**src/rtl/microwave_pkg.sv**
```systemverilog
// microwave_pkg: shared state encoding, power-mode constants and duty table for the cook controller.
package microwave_pkg;

    typedef enum logic [2:0] {
        ST_IDLE  = 3'd0,
        ST_SET   = 3'd1,
        ST_COOK  = 3'd2,
        ST_PAUSE = 3'd3,
        ST_DONE  = 3'd4
    } state_t;

    localparam logic [1:0] MODE_FULL    = 2'b00;
    localparam logic [1:0] MODE_HIGH    = 2'b01;
    localparam logic [1:0] MODE_MED     = 2'b10;
    localparam logic [1:0] MODE_DEFROST = 2'b11;

    // magnetron-on ticks per duty window, indexed by power mode
    localparam int ON_TICKS [4] = '{10, 7, 5, 3};

    function automatic int on_ticks(logic [1:0] m);
        return ON_TICKS[m];
    endfunction

    function automatic int sat_add(int v, int a, int m);
        return (v + a > m) ? m : v + a;
    endfunction

endpackage

```
**src/rtl/cook_sequencer_if.sv**
```systemverilog
// cook_sequencer_if: user-event inputs and cook status outputs of the cook controller.
interface cook_sequencer_if #(
    parameter int SEC_W = 13
);
    logic             start;
    logic             cancel;
    logic             add_time;
    logic             door_open;
    logic [1:0]       mode;
    logic [SEC_W-1:0] remaining;
    logic [2:0]       state_o;
    logic             magnetron_en;
    logic             cook_active;
    logic             idle;
    logic             timer_end;
    logic             beep;
    logic             mini_rst;

    modport master (
        output start, cancel, add_time, door_open, mode,
        input  remaining, state_o, magnetron_en, cook_active, idle, timer_end, beep, mini_rst
    );

    modport slave (
        input  start, cancel, add_time, door_open, mode,
        output remaining, state_o, magnetron_en, cook_active, idle, timer_end, beep, mini_rst
    );
endinterface

```
**src/rtl/cook_sequencer_sec_tick_gen.sv**
```systemverilog
// sec_tick_gen: 1-second prescaler; held at zero while disabled so every enable starts a full period.
module sec_tick_gen #(
    parameter int DIV = 100_000_000
) (
    input  logic sys_clk,
    input  logic sys_rst,
    input  logic en,
    input  logic clr,
    output logic tick
);
    localparam int CW = DIV > 1 ? $clog2(DIV) : 1;

    logic [CW-1:0] cnt;

    assign tick = en && cnt == CW'(DIV - 1);

    always_ff @(posedge sys_clk)
        if (!sys_rst || clr) cnt <= '0;
        else if (en) cnt <= tick ? '0 : cnt + 1'b1;
endmodule

```
**src/rtl/cook_sequencer.sv**
```systemverilog
// cook_sequencer: cook-cycle FSM owning the seconds countdown, magnetron duty pattern and end beep.
module cook_sequencer
    import microwave_pkg::*;
#(
    parameter int TICK_DIV   = 100_000_000,
    parameter int ADD_SEC    = 30,
    parameter int MAX_SEC    = 5999,
    parameter int SEC_W      = 13,
    parameter int DUTY_LEN   = 10,
    parameter int BEEP_TICKS = 3
) (
    input logic             sys_clk,
    input logic             sys_rst,
    cook_sequencer_if.slave bus
);
    localparam int DW = $clog2(DUTY_LEN);
    localparam int BW = $clog2(BEEP_TICKS + 1);

    state_t           state, nxt;
    logic [SEC_W-1:0] remaining, rem_n, plus;
    logic [DW-1:0]    duty, duty_n;
    logic [BW-1:0]    beep_cnt;
    logic [1:0]       mode_l;
    logic             run, tick, dec, latch, go_cook;
    logic             cook_active, idle, timer_end, beep, mini_rst;

    assign run     = state == ST_COOK || state == ST_DONE;
    assign dec     = state == ST_COOK && tick;
    assign go_cook = bus.start && !bus.door_open;
    // an add_time landing on a tick adds on top of the decremented value
    assign plus    = SEC_W'(sat_add(int'(remaining) - int'(dec), ADD_SEC, MAX_SEC));

    sec_tick_gen #(.DIV(TICK_DIV)) u_tick (
        .sys_clk (sys_clk),
        .sys_rst (sys_rst),
        .en      (run),
        .clr     (!run),
        .tick    (tick)
    );

    always_comb begin
        nxt    = state;
        rem_n  = remaining;
        duty_n = duty;
        latch  = 1'b0;
        case (state)
            ST_IDLE:
                if (!bus.cancel && go_cook) begin
                    nxt    = ST_COOK;
                    rem_n  = plus;
                    duty_n = '0;
                    latch  = 1'b1;
                end else if (!bus.cancel && bus.add_time) begin
                    nxt   = ST_SET;
                    rem_n = plus;
                end
            ST_SET, ST_PAUSE:
                if (bus.cancel) begin
                    nxt   = ST_IDLE;
                    rem_n = '0;
                end else if (go_cook) begin
                    nxt    = ST_COOK;
                    duty_n = state == ST_SET ? '0 : duty;
                    latch  = 1'b1;
                end else if (bus.add_time) rem_n = plus;
            ST_COOK:
                if (bus.cancel || bus.door_open) nxt = ST_PAUSE;
                else begin
                    if (tick) duty_n = duty == DW'(DUTY_LEN - 1) ? '0 : duty + 1'b1;
                    if (bus.add_time) rem_n = plus;
                    else if (tick) begin
                        rem_n = remaining - 1'b1;
                        nxt   = remaining == SEC_W'(1) ? ST_DONE : ST_COOK;
                    end
                end
            ST_DONE:
                if (bus.cancel || bus.door_open || bus.start) nxt = ST_IDLE;
                else if (tick && beep_cnt == BW'(BEEP_TICKS - 1)) nxt = ST_IDLE;
            default: nxt = ST_IDLE;
        endcase
    end

    always_ff @(posedge sys_clk) begin
        if (!sys_rst) begin
            state       <= ST_IDLE;
            remaining   <= '0;
            duty        <= '0;
            mode_l      <= MODE_FULL;
            beep_cnt    <= '0;
            cook_active <= 1'b0;
            idle        <= 1'b1;
            timer_end   <= 1'b0;
            beep        <= 1'b0;
            mini_rst    <= 1'b0;
        end else begin
            state       <= nxt;
            remaining   <= rem_n;
            duty        <= duty_n;
            mode_l      <= latch ? bus.mode : mode_l;
            beep_cnt    <= state != ST_DONE ? '0 : beep_cnt + BW'(tick);
            cook_active <= nxt == ST_COOK;
            idle        <= nxt == ST_IDLE;
            timer_end   <= state == ST_COOK && nxt == ST_DONE;
            beep        <= nxt == ST_DONE;
            mini_rst    <= nxt == ST_IDLE && state != ST_IDLE;
        end
    end

    // door gating is combinational so the magnetron drops in the cycle the door opens
    assign bus.magnetron_en = state == ST_COOK && !bus.door_open && int'(duty) < on_ticks(mode_l);
    assign bus.remaining    = remaining;
    assign bus.state_o      = state;
    assign bus.cook_active  = cook_active;
    assign bus.idle         = idle;
    assign bus.timer_end    = timer_end;
    assign bus.beep         = beep;
    assign bus.mini_rst     = mini_rst;
endmodule
```
**src/flat_wrapper.sv**
```systemverilog
// flat-port wrapper written by rule: the top's interface ports become plain ports
module cook_sequencer_flat import microwave_pkg::*;
#(
    parameter int TICK_DIV   = 100_000_000,
    parameter int ADD_SEC    = 30,
    parameter int MAX_SEC    = 5999,
    parameter int SEC_W      = 13,
    parameter int DUTY_LEN   = 10,
    parameter int BEEP_TICKS = 3
)
  (sys_clk, sys_rst, bus_start, bus_cancel, bus_add_time, bus_door_open, bus_mode, bus_remaining, bus_state_o, bus_magnetron_en, bus_cook_active, bus_idle, bus_timer_end, bus_beep, bus_mini_rst);
  cook_sequencer_if #(.SEC_W(SEC_W)) bus_i ();
  input logic sys_clk;
  input logic sys_rst;
  input wire logic [$bits(bus_i.start)-1:0] bus_start;
  input wire logic [$bits(bus_i.cancel)-1:0] bus_cancel;
  input wire logic [$bits(bus_i.add_time)-1:0] bus_add_time;
  input wire logic [$bits(bus_i.door_open)-1:0] bus_door_open;
  input wire logic [$bits(bus_i.mode)-1:0] bus_mode;
  output wire logic [$bits(bus_i.remaining)-1:0] bus_remaining;
  output wire logic [$bits(bus_i.state_o)-1:0] bus_state_o;
  output wire logic [$bits(bus_i.magnetron_en)-1:0] bus_magnetron_en;
  output wire logic [$bits(bus_i.cook_active)-1:0] bus_cook_active;
  output wire logic [$bits(bus_i.idle)-1:0] bus_idle;
  output wire logic [$bits(bus_i.timer_end)-1:0] bus_timer_end;
  output wire logic [$bits(bus_i.beep)-1:0] bus_beep;
  output wire logic [$bits(bus_i.mini_rst)-1:0] bus_mini_rst;
  assign bus_i.start = bus_start;
  assign bus_i.cancel = bus_cancel;
  assign bus_i.add_time = bus_add_time;
  assign bus_i.door_open = bus_door_open;
  assign bus_i.mode = bus_mode;
  assign bus_remaining = bus_i.remaining;
  assign bus_state_o = bus_i.state_o;
  assign bus_magnetron_en = bus_i.magnetron_en;
  assign bus_cook_active = bus_i.cook_active;
  assign bus_idle = bus_i.idle;
  assign bus_timer_end = bus_i.timer_end;
  assign bus_beep = bus_i.beep;
  assign bus_mini_rst = bus_i.mini_rst;
  cook_sequencer #(.TICK_DIV(TICK_DIV), .ADD_SEC(ADD_SEC), .MAX_SEC(MAX_SEC), .SEC_W(SEC_W), .DUTY_LEN(DUTY_LEN), .BEEP_TICKS(BEEP_TICKS)) u_core (.sys_clk(sys_clk), .sys_rst(sys_rst), .bus(bus_i));
endmodule
```
**config.mk**
```make
export PLATFORM = sky130hd
export DESIGN_NAME = cook_sequencer_flat
export DESIGN_NICKNAME = d
export VERILOG_FILES = /design/src/rtl/microwave_pkg.sv /design/src/rtl/cook_sequencer_if.sv /design/src/rtl/cook_sequencer_sec_tick_gen.sv /design/src/rtl/cook_sequencer.sv /design/src/flat_wrapper.sv
export SDC_FILE = /design/constraint.sdc
export NUM_CORES = 1
export LEC_CHECK = 0
export ABC_CLOCK_PERIOD_IN_PS = 4320
export CAP_MARGIN = 10
export CORE_ASPECT_RATIO = 1.25
export CORE_MARGIN = 2
export CORE_UTILIZATION = 54
export CTS_BUF_LIST = sky130_fd_sc_hd__clkbuf_4 sky130_fd_sc_hd__clkbuf_8 sky130_fd_sc_hd__clkbuf_16
export CTS_CLUSTER_SIZE = 8
export DETAILED_ROUTE_END_ITERATION = 8
export PLACE_DENSITY = 0.84
export SLEW_MARGIN = 40
export SYNTH_ARGS = -nofsm -noshare
export SYNTH_HDL_FRONTEND = slang
export SYNTH_SLANG_ARGS = --single-unit
export TNS_END_PERCENT = 30
```
**constraint.sdc**
```tcl
create_clock -name sys_clk -period 4.32 [get_ports sys_clk]
set_input_delay 0.432 -clock sys_clk [delete_from_list [all_inputs] [get_ports sys_clk]]
set_output_delay 0.432 -clock sys_clk [all_outputs]
set_load 0.02 [all_outputs]
```
==> summary.md <==
| Metric | Value |
|---|---|
| Outcome | `complete, but fails checks` |
| Failing checks | `design-rule violations` |
| Depth of the worst register-to-register path | `17` |
| Dpl cell area | `4688 sq um` |
| Post-place setup slack | `-0.1205 ns` |
| Number of max-capacitance violations reported | `0` |
| Total gr overflow | `0` |
| Slew of the pin with the lowest slew margin | `0.7809 ns` |
| Inserted Clock Buffers | `5` |
| Worst Min Path Start | `u_core.u_tick.cnt[15]$_SDFFE_PP0N_` |
| Leak pwr | `1.783 nW` |
| Relative slew slack | `0.4746` |
| Reg-to-reg slack, setup | `0.04 ns` |
| Port-buffer cells | `29` |
| Fill cells | `577` |
| Share of total power in the clock network | `0.244` |
| Setup crit end kind | `flop` |
| Cells after synthesis | `533` |
| Maximum number of pins on one net before global-route repair | `34` |
| Library cell occupying the most area in the post-synthesis netlist | `sky130_fd_sc_hd__dfxtp_1` |
| Core Rows | `35` |
| Number of global-route vias before repair | `3,949` |
| Overall Power | `1.419 mW` |
| GRT met3 Usage | `0.04189` |
| Min Hold Slack | `0.5037 ns` |
| Synth async-reset ratio | `0` |
| Power share of the sequential group | `0.414` |
| Pre-antenna DRT Iters | `7` |
| Synthesis-to-layout area growth | `23.90%` |
| Area used by multi-input combinational logic | `3083 sq um` |
| DIE WIDTH | `82.22 um` |
| Setup Skew | `0.005804 ns` |
| Number of buffers between clock root and the deepest sink | `2` |
| Avg Inst Size Synth | `7.749 sq um` |
| Power density over the cells | `277.3 nW/um^2` |
| Sequential cell area fraction in the yosys report | `0.2714` |
| Antenna violations before repair | `0` |
| Share of the synthesized area in the top cell type | `0.2714` |
| Gpl congestion | `0.8471` |
| Final HPWL DP | `7480 um` |
| Average via count per standard cell | `6.277` |
| GRT Util Overall | `0.2613` |
| Worst IR Drop VDD | `0.0002811 V` |
| CTS sink count | `56` |
| Post-synthesis cell type count | `76` |
| Depth of the worst hold-timing path | `2` |
| Path type of the worst min-delay path | `flop to flop` |
| Flip-flop and latch count after synthesis | `56` |
| Slack of the critical path | `0.04284 ns` |
| Area contributors post-synth | `sky130_fd_sc_hd__dfxtp_1 (27%), sky130_fd_sc_hd__nor2_1 (6.9%), sky130_fd_sc_hd__xnor2_1 (5.5%), sky130_fd_sc_hd__xor2_1 (4.5%), sky130_fd_sc_hd__ha_1 (4.2%)` |
| Worst reg2reg path startpoint | `u_core.u_tick.cnt[1]$_SDFFE_PP0N_` |
| Setup repair after global routing missed its margin | `yes` |
| Global-route wire length before repair | `17,560 um` |
| Number of nets in the synthesized netlist | `555` |
| Met2 track demand over resource | `0.4522` |
| Vias | `4,243` |
| ANT cells | `0` |
| Number of nets at the end of the flow | `605` |
| Peak-usage layer in the global routing report | `met2` |
| Total number of H-tree levels | `2` |
| Initial Util | `0.5581` |
| Predominant post-synthesis flop cell | `sky130_fd_sc_hd__dfxtp_1` |
| Peak Freq | `0.2338 GHz` |
| Cell-internal power | `0.9116 mW` |
| Worst Path Arrival | `4.49 ns` |
| Number of warnings reported in the yosys synthesis log | `0` |
| EDFF count, synth | `0` |
| Clock Root Buffer | `sky130_fd_sc_hd__clkbuf_8` |
| Final setup violation count | `0` |
| Critical path type | `flop to flop` |
| Req. time, crit path | `4.54 ns` |
| Kind of start point of the critical path | `flop` |
| Combinational share of power | `0.342` |
| Post-route fraction of the period consumed by the critical path | `0.9901` |
| Top library cells by usage in the layout, fill and taps aside | `sky130_fd_sc_hd__nor2_1 (74), sky130_fd_sc_hd__dfxtp_1 (54), sky130_fd_sc_hd__buf_4 (42), sky130_fd_sc_hd__nand2_1 (39), sky130_fd_sc_hd__clkdlybuf4s50_1 (29)` |
| Netlist Area Pre-Place | `4130 sq um` |
| Final standard cell utilization of the core | `0.6915` |
| Final Max Tran Viols | `0` |
| M1 GR Usage | `0.3122` |
| DRC violations left | `1` |
| Fraction of final layout cells with drive strength greater than 1 | `0.1884` |
| Overall die height | `101.8 um` |
| Switching power total | `0.5077 mW` |
| Final critical-path required period | `4.277 ns` |
| Number of top-level design ports | `30` |
| Non-filler cells, final | `676` |
| Most common cell after layout, fill and taps aside | `sky130_fd_sc_hd__nor2_1` |
| Total Wirelength | `11,260 um` |
| Die Outline Area | `8368 sq um` |
| Switching power share of the total | `0.3577` |
| Hold buffer count at CTS | `0` |
| Initial drt markers | `350` |
| Clk Latency, worst-skew pair | `0.31 ns` |
| Sequential standard cell area | `1124 sq um` |
| Final setup TNS | `0 ns` |
| CTS tree | `yes` |
| Source of the critical timing path | `u_core.u_tick.cnt[1]$_SDFFE_PP0N_` |
| Count of final hold-check violations | `0` |
| Detailed-route wire length per cell | `16.65 um` |
| Number of placed instances with taps included | `659` |
| Clock edge transition at the registers on the reported setup and hold paths | `0.10 ns` |
| Final standard cell area without fillers | `5117 sq um` |
| Core Box Area | `7401 sq um` |
| Max FO, Critical Path | `9` |
| Routed Antenna Nets | `0` |
## critical path, cell delays in order, from the launching register on
cell	delay, ns
sky130_fd_sc_hd__dfxtp_2	0.36
sky130_fd_sc_hd__ha_4	0.15
sky130_fd_sc_hd__nand3_4	0.07
sky130_fd_sc_hd__or4_4	0.49
sky130_fd_sc_hd__or3_4	0.36
sky130_fd_sc_hd__nor2_4	0.16
sky130_fd_sc_hd__ha_4	0.17
sky130_fd_sc_hd__buf_4	0.17
sky130_fd_sc_hd__or3b_4	0.42
sky130_fd_sc_hd__buf_4	0.16
sky130_fd_sc_hd__xnor2_1	0.14
sky130_fd_sc_hd__or4_1	0.46
sky130_fd_sc_hd__nand2_1	0.10
sky130_fd_sc_hd__o21ai_0	0.12
sky130_fd_sc_hd__o21ai_2	0.11
sky130_fd_sc_hd__a41o_4	0.29
sky130_fd_sc_hd__o211ai_4	0.15
sky130_fd_sc_hd__a311oi_2	0.31
## cells by family (layout without fill, tap and decap cells)
group / count (synthesis) / in the layout / share of synthesized area
AOI/OAI and AO/OA: 102 / 103 / 0.1936
muxes: 7 / 7 / 0.01697
xor gates and xnor gates: 47 / 47 / 0.09967
adders and majority gates: 14 / 14 / 0.04241
buffers and inverters: 50 / 100 / 0.04847
DFF: 56 / 56 / 0.2714
and+or+nand+nor: 257 / 257 / 0.3275
## cell usage after synthesis, drive strengths merged, types with 3 or more instances
library cell	count
nor2	77
dfxtp	56
nand2	39
nand3	30
xnor2	26
inv	21
xor2	21
a21oi	20
o21ai	20
nor3	19
clkbuf	17
ha	14
buf	12
nor3b	10
nor4	10
or2	9
and3	8
nand2b	8
nand4	8
o221ai	8
or3	8
mux2i	7
nor2b	6
a22oi	5
a311oi	5
a31oi	5
and2	5
o211ai	5
nand3b	4
nand4b	4
a2111oi	3
o211a	3
o21a	3
or3b	3
or4	3
## metal layers
metal,routed length [um],part of all wire
met2,5859,0.52
met1,4376,0.39
met5,0,0
met3,619,0.055
met4,403,0.036
## power groups by stage
stage	sequential [mW]	combinational, mW	clock [mW]
2_1_floorplan	0.581	0.324	0
3_5_place_dp	0.594	0.431	0
6_report	0.587	0.485	0.347
3_3_place_gp	0.591	0.415	0
5_1_grt	0.592	0.526	0.372
4_1_cts	0.582	0.440	0.354
## worst paths after layout
path,endpoint
worst max-delay path,u_core.bus.remaining[1]$_SDFFE_PN0P_
worst min-delay path,u_core.u_tick.cnt[15]$_SDFFE_PP0N_
worst max register to register,u_core.bus.remaining[1]$_SDFFE_PN0P_
worst min register to register,u_core.u_tick.cnt[15]$_SDFFE_PP0N_
## sequential cells by signal (all words and copies together) (netlist names)
name / flops
u_core.u_tick.cnt: 27
u_core.mode_l: 2
u_core.beep_cnt: 2
u_core.bus.state_o: 3
u_core.bus.cook_active: 1
u_core.bus.timer_end: 1
u_core.bus.remaining: 13
u_core.duty: 4
u_core.bus.mini_rst: 1
u_core.bus.beep: 1
u_core.bus.idle: 1
## cell type report
cell class / count / area share
Clock buffer: 6 / 0.01491
Clock inverter: 2 / 0.006846
Inverter: 21 / 0.01540
Multi-Input combinational cell: 428 / 0.6024
Sequential cell: 56 / 0.2196
Tap cell: 92 / 0.02249
Timing Repair Buffer: 71 / 0.1183
## repair_timing
item | CTS | global route
endpoints found under the hold margin | 0 | 0
gates cloned | 1 | 0
setup endpoints to repair | 9 | 13
buffers inserted | 2 | 6
pin swaps | 6 | 17
resized for setup | 10 | 34
Power figures use the tool's default switching activity.
